<file path="src/rtl/ctrl_pkg.sv">
// ctrl_pkg: shared state, opcode and mux-select encodings for the multicycle controller
package ctrl_pkg;
    typedef enum logic [3:0] {
        FETCH     = 4'd0,
        DECODE    = 4'd1,
        MEM_ADR   = 4'd2,
        MEM_READ  = 4'd3,
        MEM_WB    = 4'd4,
        MEM_WRITE = 4'd5,
        EXEC_R    = 4'd6,
        EXEC_I    = 4'd7,
        ALU_WB    = 4'd8,
        BEQ       = 4'd9,
        JAL       = 4'd10,
        TRAP      = 4'd11
    } state_e;
    localparam logic [6:0] OP_LOAD   = 7'b0000011;
    localparam logic [6:0] OP_STORE  = 7'b0100011;
    localparam logic [6:0] OP_RTYPE  = 7'b0110011;
    localparam logic [6:0] OP_ITYPE  = 7'b0010011;
    localparam logic [6:0] OP_BRANCH = 7'b1100011;
    localparam logic [6:0] OP_JAL    = 7'b1101111;
    localparam logic [1:0] ALU_ADDR   = 2'b00;
    localparam logic [1:0] ALU_BRANCH = 2'b01;
    localparam logic [1:0] ALU_ARITH  = 2'b10;
    localparam logic [1:0] ALU_JAL    = 2'b11;
    localparam logic [1:0] SRCB_RS2  = 2'b00;
    localparam logic [1:0] SRCB_IMM  = 2'b01;
    localparam logic [1:0] SRCB_FOUR = 2'b10;
    localparam logic [1:0] RES_ALUOUT = 2'b00;
    localparam logic [1:0] RES_MDR    = 2'b01;
    localparam logic [1:0] RES_ALU    = 2'b10;
endpackage

</file>
<file path="src/rtl/multicycle_ctrl_if.sv">
// multicycle_ctrl_if: instruction fields, memory handshake and datapath controls
interface multicycle_ctrl_if;
    logic [6:0] opcode;
    logic [2:0] funct3;
    logic       funct7_5;
    logic       zero;
    logic       mem_ready;
    logic       mem_req;
    logic       mem_write;
    logic       adr_src;
    logic       ir_write;
    logic       pc_write;
    logic       pc_src;
    logic       reg_write;
    logic       alu_src_a;
    logic [1:0] alu_src_b;
    logic [1:0] alu_op;
    logic       alu_funct7;
    logic [1:0] result_src;
    logic       retire;
    logic       illegal;
    logic       mem_timeout;
    modport master (
        input  opcode, funct3, funct7_5, zero, mem_ready,
        output mem_req, mem_write, adr_src, ir_write, pc_write, pc_src, reg_write,
               alu_src_a, alu_src_b, alu_op, alu_funct7, result_src, retire, illegal, mem_timeout
    );
    modport slave (
        output opcode, funct3, funct7_5, zero, mem_ready,
        input  mem_req, mem_write, adr_src, ir_write, pc_write, pc_src, reg_write,
               alu_src_a, alu_src_b, alu_op, alu_funct7, result_src, retire, illegal, mem_timeout
    );
endinterface

</file>
<file path="src/rtl/instr_legal.sv">
// instr_legal: flags encodings the core implements; shared with the decode-stage checker
module instr_legal
    import ctrl_pkg::*;
(
    input  logic [6:0] opcode,
    input  logic [2:0] funct3,
    input  logic       funct7_5,
    output logic       legal
);
    always_comb begin
        legal = 1'b0;
        case (opcode)
            OP_RTYPE:          legal = {funct7_5, funct3} inside {4'b0000, 4'b1000, 4'b0111, 4'b0110,
                                                                   4'b0100, 4'b0001, 4'b0101};
            OP_ITYPE:          legal = !(funct3 inside {3'b010, 3'b011}) && !(funct3[1:0] == 2'b01 && funct7_5);
            OP_BRANCH:         legal = funct3 == 3'b000;
            OP_LOAD, OP_STORE: legal = funct3 == 3'b010;
            OP_JAL:            legal = 1'b1;
            default:           legal = 1'b0;
        endcase
    end
endmodule

</file>
<file path="src/rtl/multicycle_ctrl.sv">
// multicycle_ctrl: main control FSM sequencing fetch/decode/execute/memory/writeback
module multicycle_ctrl
    import ctrl_pkg::*;
#(
    parameter int MEM_WAIT_MAX = 15
) (
    input logic                 clk,
    input logic                 rst_n,
    multicycle_ctrl_if.master   bus
);
    localparam logic [3:0] WAIT_MAX = 4'(MEM_WAIT_MAX);
    state_e     state_q, state_d;
    logic [3:0] wait_q, wait_d;
    logic       timeout_q, timeout_d;
    logic       legal, waiting;
    logic       req, wr, irw, pcw, rw, ret;
    instr_legal u_legal (
        .opcode   (bus.opcode),
        .funct3   (bus.funct3),
        .funct7_5 (bus.funct7_5),
        .legal    (legal)
    );
    always_comb begin
        state_d = state_q;
        case (state_q)
            FETCH:     state_d = bus.mem_ready ? DECODE : FETCH;
            DECODE: begin
                case (bus.opcode)
                    OP_LOAD, OP_STORE: state_d = MEM_ADR;
                    OP_RTYPE:          state_d = EXEC_R;
                    OP_ITYPE:          state_d = EXEC_I;
                    OP_BRANCH:         state_d = BEQ;
                    OP_JAL:            state_d = JAL;
                    default:           state_d = TRAP;
                endcase
                if (!legal) state_d = TRAP;
            end
            MEM_ADR:   state_d = bus.opcode[5] ? MEM_WRITE : MEM_READ;
            MEM_READ:  state_d = bus.mem_ready ? MEM_WB : MEM_READ;
            MEM_WRITE: state_d = bus.mem_ready ? FETCH : MEM_WRITE;
            EXEC_R, EXEC_I:            state_d = ALU_WB;
            MEM_WB, ALU_WB, BEQ, JAL:  state_d = FETCH;
            default:   state_d = TRAP;
        endcase
    end
    // the counter only runs while a memory access is stalled, so any state change clears it
    assign waiting   = (state_q inside {FETCH, MEM_READ, MEM_WRITE}) && !bus.mem_ready;
    assign wait_d    = !waiting ? 4'd0 : (wait_q == 4'hF ? wait_q : wait_q + 4'd1);
    assign timeout_d = timeout_q || (WAIT_MAX != 4'd0 && waiting && wait_d == WAIT_MAX);
    always_ff @(posedge clk or negedge rst_n) begin
        if (!rst_n) begin
            state_q   <= FETCH;
            wait_q    <= 4'd0;
            timeout_q <= 1'b0;
        end else begin
            state_q   <= state_d;
            wait_q    <= wait_d;
            timeout_q <= timeout_d;
        end
    end
    always_comb begin
        req = 1'b0;
        wr  = 1'b0;
        irw = 1'b0;
        pcw = 1'b0;
        rw  = 1'b0;
        ret = 1'b0;
        bus.adr_src    = 1'b0;
        bus.pc_src     = 1'b0;
        bus.alu_src_a  = 1'b0;
        bus.alu_src_b  = SRCB_RS2;
        bus.alu_op     = ALU_ADDR;
        bus.alu_funct7 = 1'b0;
        bus.result_src = RES_ALUOUT;
        case (state_q)
            FETCH: begin
                req = 1'b1;
                irw = bus.mem_ready;
                pcw = bus.mem_ready;
            end
            MEM_ADR:   bus.alu_src_b = SRCB_IMM;
            MEM_READ: begin
                req = 1'b1;
                bus.adr_src = 1'b1;
            end
            MEM_WB: begin
                rw  = 1'b1;
                ret = 1'b1;
                bus.result_src = RES_MDR;
            end
            MEM_WRITE: begin
                req = 1'b1;
                wr  = 1'b1;
                ret = bus.mem_ready;
                bus.adr_src = 1'b1;
            end
            EXEC_R: begin
                bus.alu_op     = ALU_ARITH;
                bus.alu_funct7 = bus.funct7_5;
            end
            EXEC_I: begin
                bus.alu_op    = ALU_ARITH;
                bus.alu_src_b = SRCB_IMM;
            end
            ALU_WB: begin
                rw  = 1'b1;
                ret = 1'b1;
            end
            BEQ: begin
                pcw = bus.zero;
                ret = 1'b1;
                bus.alu_op = ALU_BRANCH;
                bus.pc_src = 1'b1;
            end
            JAL: begin
                pcw = 1'b1;
                rw  = 1'b1;
                ret = 1'b1;
                bus.alu_op     = ALU_JAL;
                bus.alu_src_a  = 1'b1;
                bus.alu_src_b  = SRCB_FOUR;
                bus.result_src = RES_ALU;
                bus.pc_src     = 1'b1;
            end
            default: ;
        endcase
    end
    // enables are masked by reset directly so nothing fires while rst_n is low
    assign bus.mem_req     = req & rst_n;
    assign bus.mem_write   = wr & rst_n;
    assign bus.ir_write    = irw & rst_n;
    assign bus.pc_write    = pcw & rst_n;
    assign bus.reg_write   = rw & rst_n;
    assign bus.retire      = ret & rst_n;
    assign bus.illegal     = state_q == TRAP;
    assign bus.mem_timeout = timeout_q;
endmodule
</file>
<file path="src/flat_wrapper.sv">
// flat-port wrapper written by rule: the top's interface ports become plain ports
module multicycle_ctrl_flat import ctrl_pkg::*;
#(
    parameter int MEM_WAIT_MAX = 15
)
  (clk, rst_n, bus_opcode, bus_funct3, bus_funct7_5, bus_zero, bus_mem_ready, bus_mem_req, bus_mem_write, bus_adr_src, bus_ir_write, bus_pc_write, bus_pc_src, bus_reg_write, bus_alu_src_a, bus_alu_src_b, bus_alu_op, bus_alu_funct7, bus_result_src, bus_retire, bus_illegal, bus_mem_timeout);
  multicycle_ctrl_if bus_i ();
  input logic clk;
  input logic rst_n;
  input wire logic [$bits(bus_i.opcode)-1:0] bus_opcode;
  input wire logic [$bits(bus_i.funct3)-1:0] bus_funct3;
  input wire logic [$bits(bus_i.funct7_5)-1:0] bus_funct7_5;
  input wire logic [$bits(bus_i.zero)-1:0] bus_zero;
  input wire logic [$bits(bus_i.mem_ready)-1:0] bus_mem_ready;
  output wire logic [$bits(bus_i.mem_req)-1:0] bus_mem_req;
  output wire logic [$bits(bus_i.mem_write)-1:0] bus_mem_write;
  output wire logic [$bits(bus_i.adr_src)-1:0] bus_adr_src;
  output wire logic [$bits(bus_i.ir_write)-1:0] bus_ir_write;
  output wire logic [$bits(bus_i.pc_write)-1:0] bus_pc_write;
  output wire logic [$bits(bus_i.pc_src)-1:0] bus_pc_src;
  output wire logic [$bits(bus_i.reg_write)-1:0] bus_reg_write;
  output wire logic [$bits(bus_i.alu_src_a)-1:0] bus_alu_src_a;
  output wire logic [$bits(bus_i.alu_src_b)-1:0] bus_alu_src_b;
  output wire logic [$bits(bus_i.alu_op)-1:0] bus_alu_op;
  output wire logic [$bits(bus_i.alu_funct7)-1:0] bus_alu_funct7;
  output wire logic [$bits(bus_i.result_src)-1:0] bus_result_src;
  output wire logic [$bits(bus_i.retire)-1:0] bus_retire;
  output wire logic [$bits(bus_i.illegal)-1:0] bus_illegal;
  output wire logic [$bits(bus_i.mem_timeout)-1:0] bus_mem_timeout;
  assign bus_i.opcode = bus_opcode;
  assign bus_i.funct3 = bus_funct3;
  assign bus_i.funct7_5 = bus_funct7_5;
  assign bus_i.zero = bus_zero;
  assign bus_i.mem_ready = bus_mem_ready;
  assign bus_mem_req = bus_i.mem_req;
  assign bus_mem_write = bus_i.mem_write;
  assign bus_adr_src = bus_i.adr_src;
  assign bus_ir_write = bus_i.ir_write;
  assign bus_pc_write = bus_i.pc_write;
  assign bus_pc_src = bus_i.pc_src;
  assign bus_reg_write = bus_i.reg_write;
  assign bus_alu_src_a = bus_i.alu_src_a;
  assign bus_alu_src_b = bus_i.alu_src_b;
  assign bus_alu_op = bus_i.alu_op;
  assign bus_alu_funct7 = bus_i.alu_funct7;
  assign bus_result_src = bus_i.result_src;
  assign bus_retire = bus_i.retire;
  assign bus_illegal = bus_i.illegal;
  assign bus_mem_timeout = bus_i.mem_timeout;
  multicycle_ctrl #(.MEM_WAIT_MAX(MEM_WAIT_MAX)) u_core (.clk(clk), .rst_n(rst_n), .bus(bus_i));
endmodule
</file>
<file path="config.mk">
export PLATFORM = sky130hd
export DESIGN_NAME = multicycle_ctrl_flat
export DESIGN_NICKNAME = d
export VERILOG_FILES = /design/src/rtl/ctrl_pkg.sv /design/src/rtl/multicycle_ctrl_if.sv /design/src/rtl/instr_legal.sv /design/src/rtl/multicycle_ctrl.sv /design/src/flat_wrapper.sv
export SDC_FILE = /design/constraint.sdc
export NUM_CORES = 1
export LEC_CHECK = 0
export ABC_AREA = 1
export CAP_MARGIN = 10
export CORE_ASPECT_RATIO = 0.9
export CORE_MARGIN = 8
export CORE_UTILIZATION = 47
export CTS_CLUSTER_DIAMETER = 30
export CTS_CLUSTER_SIZE = 8
export DETAILED_ROUTE_END_ITERATION = 6
export PLACE_DENSITY_LB_ADDON = 0.05
export SYNTH_ARGS = -nofsm -noshare
export SYNTH_HDL_FRONTEND = slang
export SYNTH_HIERARCHICAL = 1
export SYNTH_SLANG_ARGS = --single-unit
</file>
<file path="constraint.sdc">
create_clock -name clk -period 4.2 [get_ports clk]
set_clock_uncertainty 0.15 [all_clocks]
set_input_delay 0.84 -clock clk [delete_from_list [all_inputs] [get_ports clk]]
set_output_delay 0.84 -clock clk [all_outputs]
set_load 0.03 [all_outputs]
</file>
-- After elaboration in Yosys (flattened, before gate mapping)
Index checks and enable logic that the tools add are counted.
- memories kept: 0
- RAM bits: 0
- memory bits (read-only): 0
- register bits: 9
- latch bits: 0
- output and inout bits: 18
- add/sub/neg operators: 1
- $mul: 0
- shifts and indexed selects: 0
- magnitude comparators: 0
- reduce and logical (&&, ||, !) cells: 22
- bitwise operators: 6
- div/mod/pow operators: 0
- muxes and demuxes: 23
- eq/ne operators: 28
- operator list (kind ; number):
    $eq 4x3->1 const B ; 8
    $eq 4x4->1 const B ; 7
    $pmux 4 s7 ; 1
    $pmux 4 s5 ; 1
    $eq 7x6->1 const B ; 2
    $eq 7x7->1 const B ; 2
    $mux 4 ; 3
    $reduce_or 2->1 ; 5
    $mux 1 ; 9
    $mux 3 ; 3
    $eq 4x1->1 const B ; 2
    $eq 4x2->1 const B ; 2
    $logic_not 4->1 ; 2
    $pmux 2 s2 ; 2
    $eq 7x2->1 const B ; 1
    $eq 7x5->1 const B ; 1
    $reduce_bool 7->1 ; 1
    $and 1x1->1 ; 6
    $eq 3x2->1 const B ; 2
    $pmux 2 s3 ; 1
    $reduce_or 3->1 ; 2
    $pmux 1 s5 ; 1
    $add 4x1->4 const B ; 1
    $logic_and 1x1->1 ; 4
    other kinds (9) ; 11

-- Logic depth before layout (Yosys ltp)
Gate-level depths: netlist (run 1).
- depth after elaboration: 7
- mapped depth: 12

-- Cells and area by module
The synthesis (run 1) kept the hierarchy.
- modules (own cells, without submodules) (module ; sequential area each (um^2) ; cells each ; instances ; area an instance (um^2)):
    multicycle_ctrl ; 225.2 ; 132 ; 1 ; 778.2
    instr_legal ; 0.0 ; 29 ; 1 ; 125.1

-- Worst setup path before layout (run 1)
No wires, ideal clock.
- path kind: in2out
- start: input bus_mem_ready
- end: output bus_pc_write
- path slack: 1679 ps
- cell stages on the path: 2
- arrival: 1531 ps
- path through: nand3_1 a31oi_1
- word-level cells in the longest chain between the ends: 2
- ends and longest elaborated chain (what ; line ; text):
    start: declaration ; flat_wrapper.sv:14 ; input wire logic [$bits(bus_i.mem_ready)-1:0] bus_mem_ready;
    $pmux 1 s3 ; multicycle_ctrl.sv:75 ; case (state_q)
    $and 1x1->1 ; multicycle_ctrl.sv:132 ; assign bus.pc_write = pcw & rst_n;
    end: declaration ; flat_wrapper.sv:19 ; output wire logic [$bits(bus_i.pc_write)-1:0] bus_pc_write;
No other way between the ends.

-- Final worst setup path (run 1)
- start: input rst_n
- end: output bus_mem_req
- word-level cells in the longest chain between the ends: 1
- ends and longest elaborated chain (what ; line ; text):
    start: declaration ; flat_wrapper.sv:9 ; input logic rst_n;
    $and 1x1->1 ; multicycle_ctrl.sv:129 ; assign bus.mem_req = req & rst_n;
    end: declaration ; flat_wrapper.sv:15 ; output wire logic [$bits(bus_i.mem_req)-1:0] bus_mem_req;
No other way between the ends.

==> results.cfg, run 1 <==
[run_status]
outcome = completed

[layout]
nets = 213
instances_no_fill = 221
syn_to_final_growth_pct = 41.14
drive_gt1_frac = 0.09184
final_core_util = 0.6862
stdcell_area_sq_um = 1275
antenna_cells = 0

[logic_synthesis]
netlist.top_cell.by_area = dfrtp_1
synth.most_common_cell = nand2_1
yosysTopAreaCellShare = 0.2493
ys_types = 20
async_reset_ff_frac = 1.000
yosys_warnings = 6
avgSynthCellArea_sq_um = 5.611
syn_area_sq_um = 903.4
ys_seq_elements = 9
synth.area.top_cells = dfrtp_1 25%, nand2_1 20%, nor2_1 11%
synth_edf_count = 0
yosys-top-cells-count = 48 x nand2_1, 26 x nor2_1, 25 x inv_1, 14 x nand3_1, 9 x dfrtp_1
synth_fp_nets = 177
ys.flop_type = dfrtp_1
postSynthCellCount = 161
seq_area_frac_synth = 0.2493

[cts]
clock_path_buffers = 2
insertion_delay_ns = 0.26
cts_setup_buffers = 0
tritoncts = done
cts-root-buf = clkbuf_4
htreeDepth = 1
clk_pin_slew_ns = 0.06
cts.sinks = 9
hold_buffers = 0
cts_made_buffers = 3
cts_resized = 0

[global_routing]
grt_pass1_wl_um = 4215
overflow = 0
track_usage = 0.1349
grt_pass1_vias = 999
grt_max_degree = 11
antenna_found_initial = 0

[die]
core-area_sq_um = 1858
ios = 33
start_util = 0.4862
die_y_um = 57.59
die_area_sq_um = 3583
core.rowCount = 15
fp.dieW_um = 62.21

[sta]
drv_slew = 0
hold_viol = 0
fin_crit_ns = 3.410
setup_tns_ns = 0
setup_viol = 0
rsz0062_at_grt = no
fin_hold_ws_ns = 0.3207
period_share = 0.8119
tightestPinTransition_ns = 0.3325
slew_headroom = 0.7777
max_freq_mhz = 293.2

[detailed_routing]
top_layer = met4
antenna_left = 0
drtIter0Drc = 33
drc = 0
wl_per_cell_um = 10.86
via_per_inst = 4.968
wl_met2_um = 1134
wl_met1_um = 1095
num_vias = 1098
routed_wl_um = 2401
firstDrtPassIters = 4
wl_met3_um = 158

[critical_path]
cp_common_cell = clkdlybuf4s50_1
crit_path_top_delay_cell = clkdlybuf4s50_1
r2r_cells = 6
r2r_slack_ns = 2.71
rr_endpoint = u_core/state_q[0]$_DFF_PN0_
required_ns = 3.21
cp-start-kind = primary input
crit_path_end_kind = primary output
crit_type = primary input to primary output
critPathBufInv = 4
max_stage_delay_ns = 0.69
worst-endpoint-arrival_ns = 2.42
cp_cell_sequence = clkdlybuf4s50_1 -> buf_4 -> inv_1 -> a31oi_1 -> clkdlybuf4s50_1
r2r-start = u_core/state_q[0]$_DFF_PN0_
worstPathMaxFanout = 10
crit_family = buffers and inverters

[power]
clkPwrFrac = 0.352
power_density_nw_per_um2 = 145.9
peakVddDrop_mv = 0.1328
p_comb_frac = 0.182
p_sw_frac = 0.2536
internal-power_w = 0.0001388
p_seq_frac = 0.466
p_leak_nw = 0.6138
power.net_switching_w = 0.00004717

[placement]
port-buffer-count = 32
dp_cells = 217
placed_area_sq_um = 1247
gp_congestion = 0.9015
post-dp-hpwl_um = 2023

[flow_run]
cap_violations = 0

[min_path]
whs_path_depth = 2
hold_end = u_core/bus.mem_timeout$_DFF_PN0_
min_from = u_core/bus.mem_timeout$_DFF_PN0_
hp-class = flip-flop to flip-flop
[how the worst max path moves through the flow]
stage / from / endpoint / slack (ns) / cells past startpoint
final: rst_n / bus_mem_req / 0.79 / 5
after global routing: rst_n / bus_mem_req / 0.66 / 5
after CTS: rst_n / bus_mem_req / 0.77 / 5
after detailed placement: rst_n / bus_mem_req / 0.77 / 5
after global placement: rst_n / bus_pc_write / 0.79 / 5
after floorplan: bus_mem_ready / bus_pc_write / 1.68 / 2
[metal layers]
| layer | track usage | up-vias |
|---|---|---|
| li1 | - | 578 |
| met1 | 0.1640 | 478 |
| met2 | 0.2345 | 38 |
| met3 | 0.02539 | 4 |
| met4 | 0.03987 | 0 |
| met5 | 0 | - |
[placed cells by master, fill, tap and decap left out, drive strengths merged]
cell / n
a21oi: 7
a31oi: 2
buf: 1
clkbuf: 3
clkdlybuf4s50: 32
clkinv: 2
dfrtp: 9
ha: 1
inv: 27
nand2: 52
nand3: 15
nand3b: 2
nand4: 2
nor2: 30
nor3: 2
o21ai: 8
or2: 1
[power by group through the flow]
stage                     Clock [W]  Combinational, W  Sequential (W)
after floorplan                   0         0.0000118       0.0000883
after global placement            0         0.0000326       0.0000883
after detailed placement          0         0.0000336       0.0000883
after CTS                 0.0000683         0.0000337       0.0000866
after global routing      0.0000719         0.0000382       0.0000866
final                     0.0000654         0.0000339       0.0000867
[through the flow]
step	setup WS, ns	total power, W
floorplan	1.679	0.0001002
global placement	0.7865	0.0001209
detailed placement	0.7698	0.0001219
CTS	0.7709	0.0001887
global route	0.6629	0.0001967
finish	0.7899	0.0001860
[kinds of logic after synthesis]
logic type               after synthesis  synth area share
buffers and inverters                 30            0.1343
flip-flops                             9            0.2493
AO/OA/AOI/OAI                         17           0.09695
adder cells (fa/ha/maj)                1           0.01385
AND/OR/NAND/NOR                      104            0.5055
[tightest hold or removal path: stages (launching register included)]
cell and delay [ns]:
dfrtp_1 0.35, inv_1 0.04, nand2_1 0.05
[registers in the layout (all words and copies together) (netlist names)]
| signal | cells |
|---|---|
| u_core/state_q | 4 |
| u_core/wait_q | 4 |
| u_core/bus.mem_timeout | 1 |
[final cells by class]
cell class                      count  area (sq um)
Tap cell                           25         31.28
Multi-Input combinational cell    122         556.8
Clock buffer                        3         22.52
Fill cell                         167         583.1
Timing Repair Buffer               33         327.8
Sequential cell                     9         225.2
Inverter                           28         106.4
Clock inverter                      1         5.005
Note: power is estimated with default switching activity, not from simulation.
==> inputs of run 2 (changes only) <==
--- a/config.mk
+++ b/config.mk
@@ -9,7 +9,7 @@
 export CAP_MARGIN = 10
 export CORE_ASPECT_RATIO = 0.9
 export CORE_MARGIN = 8
-export CORE_UTILIZATION = 47
+export CORE_UTILIZATION = 44
 export CTS_CLUSTER_DIAMETER = 30
 export CTS_CLUSTER_SIZE = 8
 export DETAILED_ROUTE_END_ITERATION = 6
==> constraint.sdc (replaced) <==
create_clock -name clk -period 3.55 [get_ports clk]
set_clock_uncertainty 0.15 [all_clocks]
set_input_delay 0.71 -clock clk [delete_from_list [all_inputs] [get_ports clk]]
set_output_delay 0.71 -clock clk [all_outputs]
set_load 0.03 [all_outputs]
==> results.cfg, run 2 (synthesized netlist as in run 1, its figures left out) <==
[run_status]
outcome = completed

[cts]
cts.sinks = 9
cts_resized = 0
htreeDepth = 1
cts_made_buffers = 3
clk_pin_slew_ns = 0.06
tritoncts = done
clock_path_buffers = 2
hold_buffers = 0
insertion_delay_ns = 0.26
cts-root-buf = clkbuf_4
cts_setup_buffers = 0

[power]
p_sw_frac = 0.2511
power_density_nw_per_um2 = 174.2
clkPwrFrac = 0.356
peakVddDrop_mv = 0.1550
p_comb_frac = 0.181
p_leak_nw = 0.6111
internal-power_w = 0.0001661
power.net_switching_w = 0.00005571
p_seq_frac = 0.462

[min_path]
hp-class = flip-flop to flip-flop

[global_routing]
grt_use_met3 = 0.05671
antenna_found_initial = 0
grt_max_degree = 11
overflow = 0
grt_pass1_wl_um = 4188
grt_use_met2 = 0.2240
grt_pass1_vias = 1019
track_usage = 0.1347
met1_usage = 0.1528
grt-busiest-layer = met2

[critical_path]
cp-start-kind = primary input
worst-endpoint-arrival_ns = 2.28
crit_type = primary input to primary output
worstPathMaxFanout = 4
crit_path_end_kind = primary output
required_ns = 2.69

[die]
core-area_sq_um = 1933
core.rowCount = 15
die_area_sq_um = 3761
fp.dieW_um = 63.76
die_y_um = 58.99
ios = 33
start_util = 0.4673

[detailed_routing]
num_vias = 1073
antenna_left = 0
firstDrtPassIters = 4
wl_per_cell_um = 11.03
drtIter0Drc = 52
routed_wl_um = 2438
via_per_inst = 4.855
drc = 0

[layout]
nFillCells = 188
final_cell_mix = 48 x nand2_1, 32 x clkdlybuf4s50_1, 26 x nor2_1, 25 x inv_1, 14 x nand3_1
antenna_cells = 0
final_common_cell = nand2_1
multi_input_area_sq_um = 556.8
nets = 213
syn_to_final_growth_pct = 41.00
regArea_sq_um = 225.2
drive_gt1_frac = 0.08673

[sta]
rsz0062_at_grt = no
period_share = 0.8835
drv_slew = 0
worst_slack_ns = 0.4137
tightestPinTransition_ns = 0.3443
setup_viol = 0
max_freq_mhz = 318.9
fin_crit_ns = 3.136
setup_tns_ns = 0
hold_viol = 0
slew_headroom = 0.7697

[flow_run]
cap_violations = 0

[placement]
gp_congestion = 0.8426
port-buffer-count = 32
post-dp-hpwl_um = 2016
post-place-ws_ns = 0.4226
## run 2: cell types whose count changed in the layout (fill, tap and decap cells not counted)
cell | previous run | this run
clkbuf_1 | 0 | 1
clkinv_2 | 2 | 1
## run 2: final timing paths
path	startpoint	to	slack (ns)	depth (start not counted)
worst max-delay path	bus_mem_ready	bus_pc_write	0.41	4
worst min-delay path	u_core/bus.mem_timeout$_DFF_PN0_	u_core/bus.mem_timeout$_DFF_PN0_	0.32	2
worst max register to register	u_core/state_q[1]$_DFF_PN0_	u_core/state_q[0]$_DFF_PN0_	2.02	6
worst min register to register	u_core/bus.mem_timeout$_DFF_PN0_	u_core/bus.mem_timeout$_DFF_PN0_	0.32	2
max in group asynchronous	rst_n	u_core/wait_q[3]$_DFF_PN0_	2.47	2
min in group asynchronous	rst_n	u_core/wait_q[0]$_DFF_PN0_	0.64	2
## run 2: final cells by class
class,count,area share
multi-input cells,122,0.4371
repair buffers,33,0.2574
flip-flops and latches,9,0.1768
inverters,28,0.08350
well taps,25,0.02456
clock buffers,4,0.02063
## run 2: critical path: stages
cell and delay, ns:
clkdlybuf4s50_1 0.53, nand3_1 0.15, a31oi_1 0.19, clkdlybuf4s50_1 0.69
## run 2: power by group through the flow
stage / Clock [W] / Combinational (W) / Sequential (W)
2_1_floorplan: 0 / 0.0000140 / 0.000104
3_3_place_gp: 0 / 0.0000389 / 0.000104
3_5_place_dp: 0 / 0.0000399 / 0.000104
4_1_cts: 0.0000832 / 0.0000401 / 0.000103
5_1_grt: 0.0000873 / 0.0000452 / 0.000102
6_report: 0.0000791 / 0.0000402 / 0.000103
## run 2: per-layer routing
metal | wire, um | vias to the layer above
met5 | 0 | -
met4 | 25 | 0
met3 | 189 | 4
met2 | 1119 | 33
met1 | 1102 | 464
li1 | - | 572
## run 2: stage by stage
step / cells / cell area [sq um] / power, W / hold WS (ns) / util
6_report: 221 / 1274 / 0.0002218 / 0.3175 / 0.6589
5_1_grt: 221 / 1274 / 0.0002351 / 0.3450 / 0.6589
4_1_cts: 221 / 1274 / 0.0002259 / 0.3250 / 0.6589
3_5_place_dp: 217 / 1247 / 0.0001443 / 0.3119 / 0.6453
3_3_place_gp: 217 / 1247 / 0.0001433 / 0.2987 / 0.6453
2_1_floorplan: 161 / 903.4 / 0.0001185 / 0.2644 / -
==> inputs of run 3 (changes only) <==
--- a/config.mk
+++ b/config.mk
@@ -10,9 +10,10 @@
 export CORE_ASPECT_RATIO = 0.9
 export CORE_MARGIN = 8
 export CORE_UTILIZATION = 44
-export CTS_CLUSTER_DIAMETER = 30
+export CTS_CLUSTER_DIAMETER = 50
 export CTS_CLUSTER_SIZE = 8
 export DETAILED_ROUTE_END_ITERATION = 6
+export MAX_ROUTING_LAYER = met4
 export PLACE_DENSITY_LB_ADDON = 0.05
 export SYNTH_ARGS = -nofsm -noshare
 export SYNTH_HDL_FRONTEND = slang
==> results.cfg, run 3 (synthesized netlist as in run 1, its figures left out) <==
[global_routing]
grt_max_degree = 11
grt_pass1_wl_um = 4181
grt_pass1_vias = 1020
antenna_found_initial = 0
overflow = 0
track_usage = 0.1383

[cts]
clock_path_buffers = 2
cts_made_buffers = 3
cts-root-buf = clkbuf_4
cts_resized = 0
hold_buffers = 0
clk_pin_slew_ns = 0.06
htreeDepth = 1
tritoncts = done
cts_setup_buffers = 0
insertion_delay_ns = 0.26
cts.sinks = 9

[sta]
drv_slew = 0
setup_tns_ns = 0
setup_viol = 0
fin_hold_ws_ns = 0.3174
hold_viol = 0
max_freq_mhz = 318.9
fin_crit_ns = 3.136
tightestPinTransition_ns = 0.3438
period_share = 0.8834
worst_slack_ns = 0.4140
slew_headroom = 0.7701
rsz0062_at_grt = no

[critical_path]
r2r-start = u_core/state_q[0]$_DFF_PN0_
crit_path_end_kind = primary output
worst-endpoint-arrival_ns = 2.28
worstPathMaxFanout = 4
crit_type = primary input to primary output
critPathLaunch = bus_mem_ready
cp-start-kind = primary input
required_ns = 2.69

[layout]
nFillCells = 188
final_common_cell = nand2_1
antenna_cells = 0
stdcell_area_sq_um = 1274
nets = 213
final_cell_mix = 48 x nand2_1, 32 x clkdlybuf4s50_1, 26 x nor2_1, 25 x inv_1, 14 x nand3_1
drive_gt1_frac = 0.08673
syn_to_final_growth_pct = 41.00
final_core_util = 0.6589

[die]
die_area_sq_um = 3761
die_y_um = 58.99
start_util = 0.4673
core-area_sq_um = 1933
core.rowCount = 15
fp.dieW_um = 63.76
ios = 33

[detailed_routing]
firstDrtPassIters = 4
wl_per_cell_um = 11.03
drc = 0
num_vias = 1083
via_per_inst = 4.900
routed_wl_um = 2438
drtIter0Drc = 52
antenna_left = 0

[placement]
port-buffer-count = 32
post-place-ws_ns = 0.4226
post-dp-hpwl_um = 2016
placed_area_sq_um = 1247
gp_congestion = 0.8557

[power]
peakVddDrop_mv = 0.1531
power_density_nw_per_um2 = 173.6
p_leak_nw = 0.6111

[flow_run]
cap_violations = 0

[min_path]
min_from = u_core/bus.mem_timeout$_DFF_PN0_
hp-class = flip-flop to flip-flop

[run_status]
outcome = completed
[run 3: power breakdown]
| part | switching [W] | internal, W |
|---|---|---|
| combinational | 0.0000200 | 0.0000202 |
| sequential | 0 | 0.000103 |
| clock | 0.0000351 | 0.0000433 |
[run 3: final cells by class]
cell class              count  area (sq um)  share of cell area
clock buffers               4         26.28             0.02063
inverters                  28         106.4             0.08350
multi-input cells         122         556.8              0.4371
flip-flops and latches      9         225.2              0.1768
well taps                  25         31.28             0.02456
repair buffers             33         327.8              0.2574
[run 3: worst paths after layout]
| path | endpoint | slack, ns | cells after the start |
|---|---|---|---|
| max | bus_pc_write | 0.41 | 4 |
| min | u_core/bus.mem_timeout$_DFF_PN0_ | 0.32 | 2 |
| max reg2reg | u_core/state_q[0]$_DFF_PN0_ | 2.02 | 6 |
| min reg2reg | u_core/bus.mem_timeout$_DFF_PN0_ | 0.32 | 2 |
| max in group asynchronous | u_core/wait_q[1]$_DFF_PN0_ | 2.47 | 2 |
| min in group asynchronous | u_core/wait_q[0]$_DFF_PN0_ | 0.64 | 2 |
[run 3: per-stage QoR]
step,instances,total power [W]
global placement,217,0.0001433
global route,221,0.0002351
floorplan,161,0.0001185
detailed placement,217,0.0001443
finish,221,0.0002212
CTS,221,0.0002259
[run 3: critical path: stages]
cell and delay (ns):
clkdlybuf4s50_1 0.53, nand3_1 0.15, a31oi_1 0.19, clkdlybuf4s50_1 0.69
[run 3: layer usage]
metal / GRT usage / up-vias / part of all wire / wire, um
met4: 0.04444 / 0 / 0.011 / 28
met2: 0.2240 / 40 / 0.46 / 1119
li1: - / 572 / - / -
met5: - / - / 0 / 0
met3: 0.05671 / 4 / 0.082 / 199
met1: 0.1528 / 467 / 0.45 / 1090
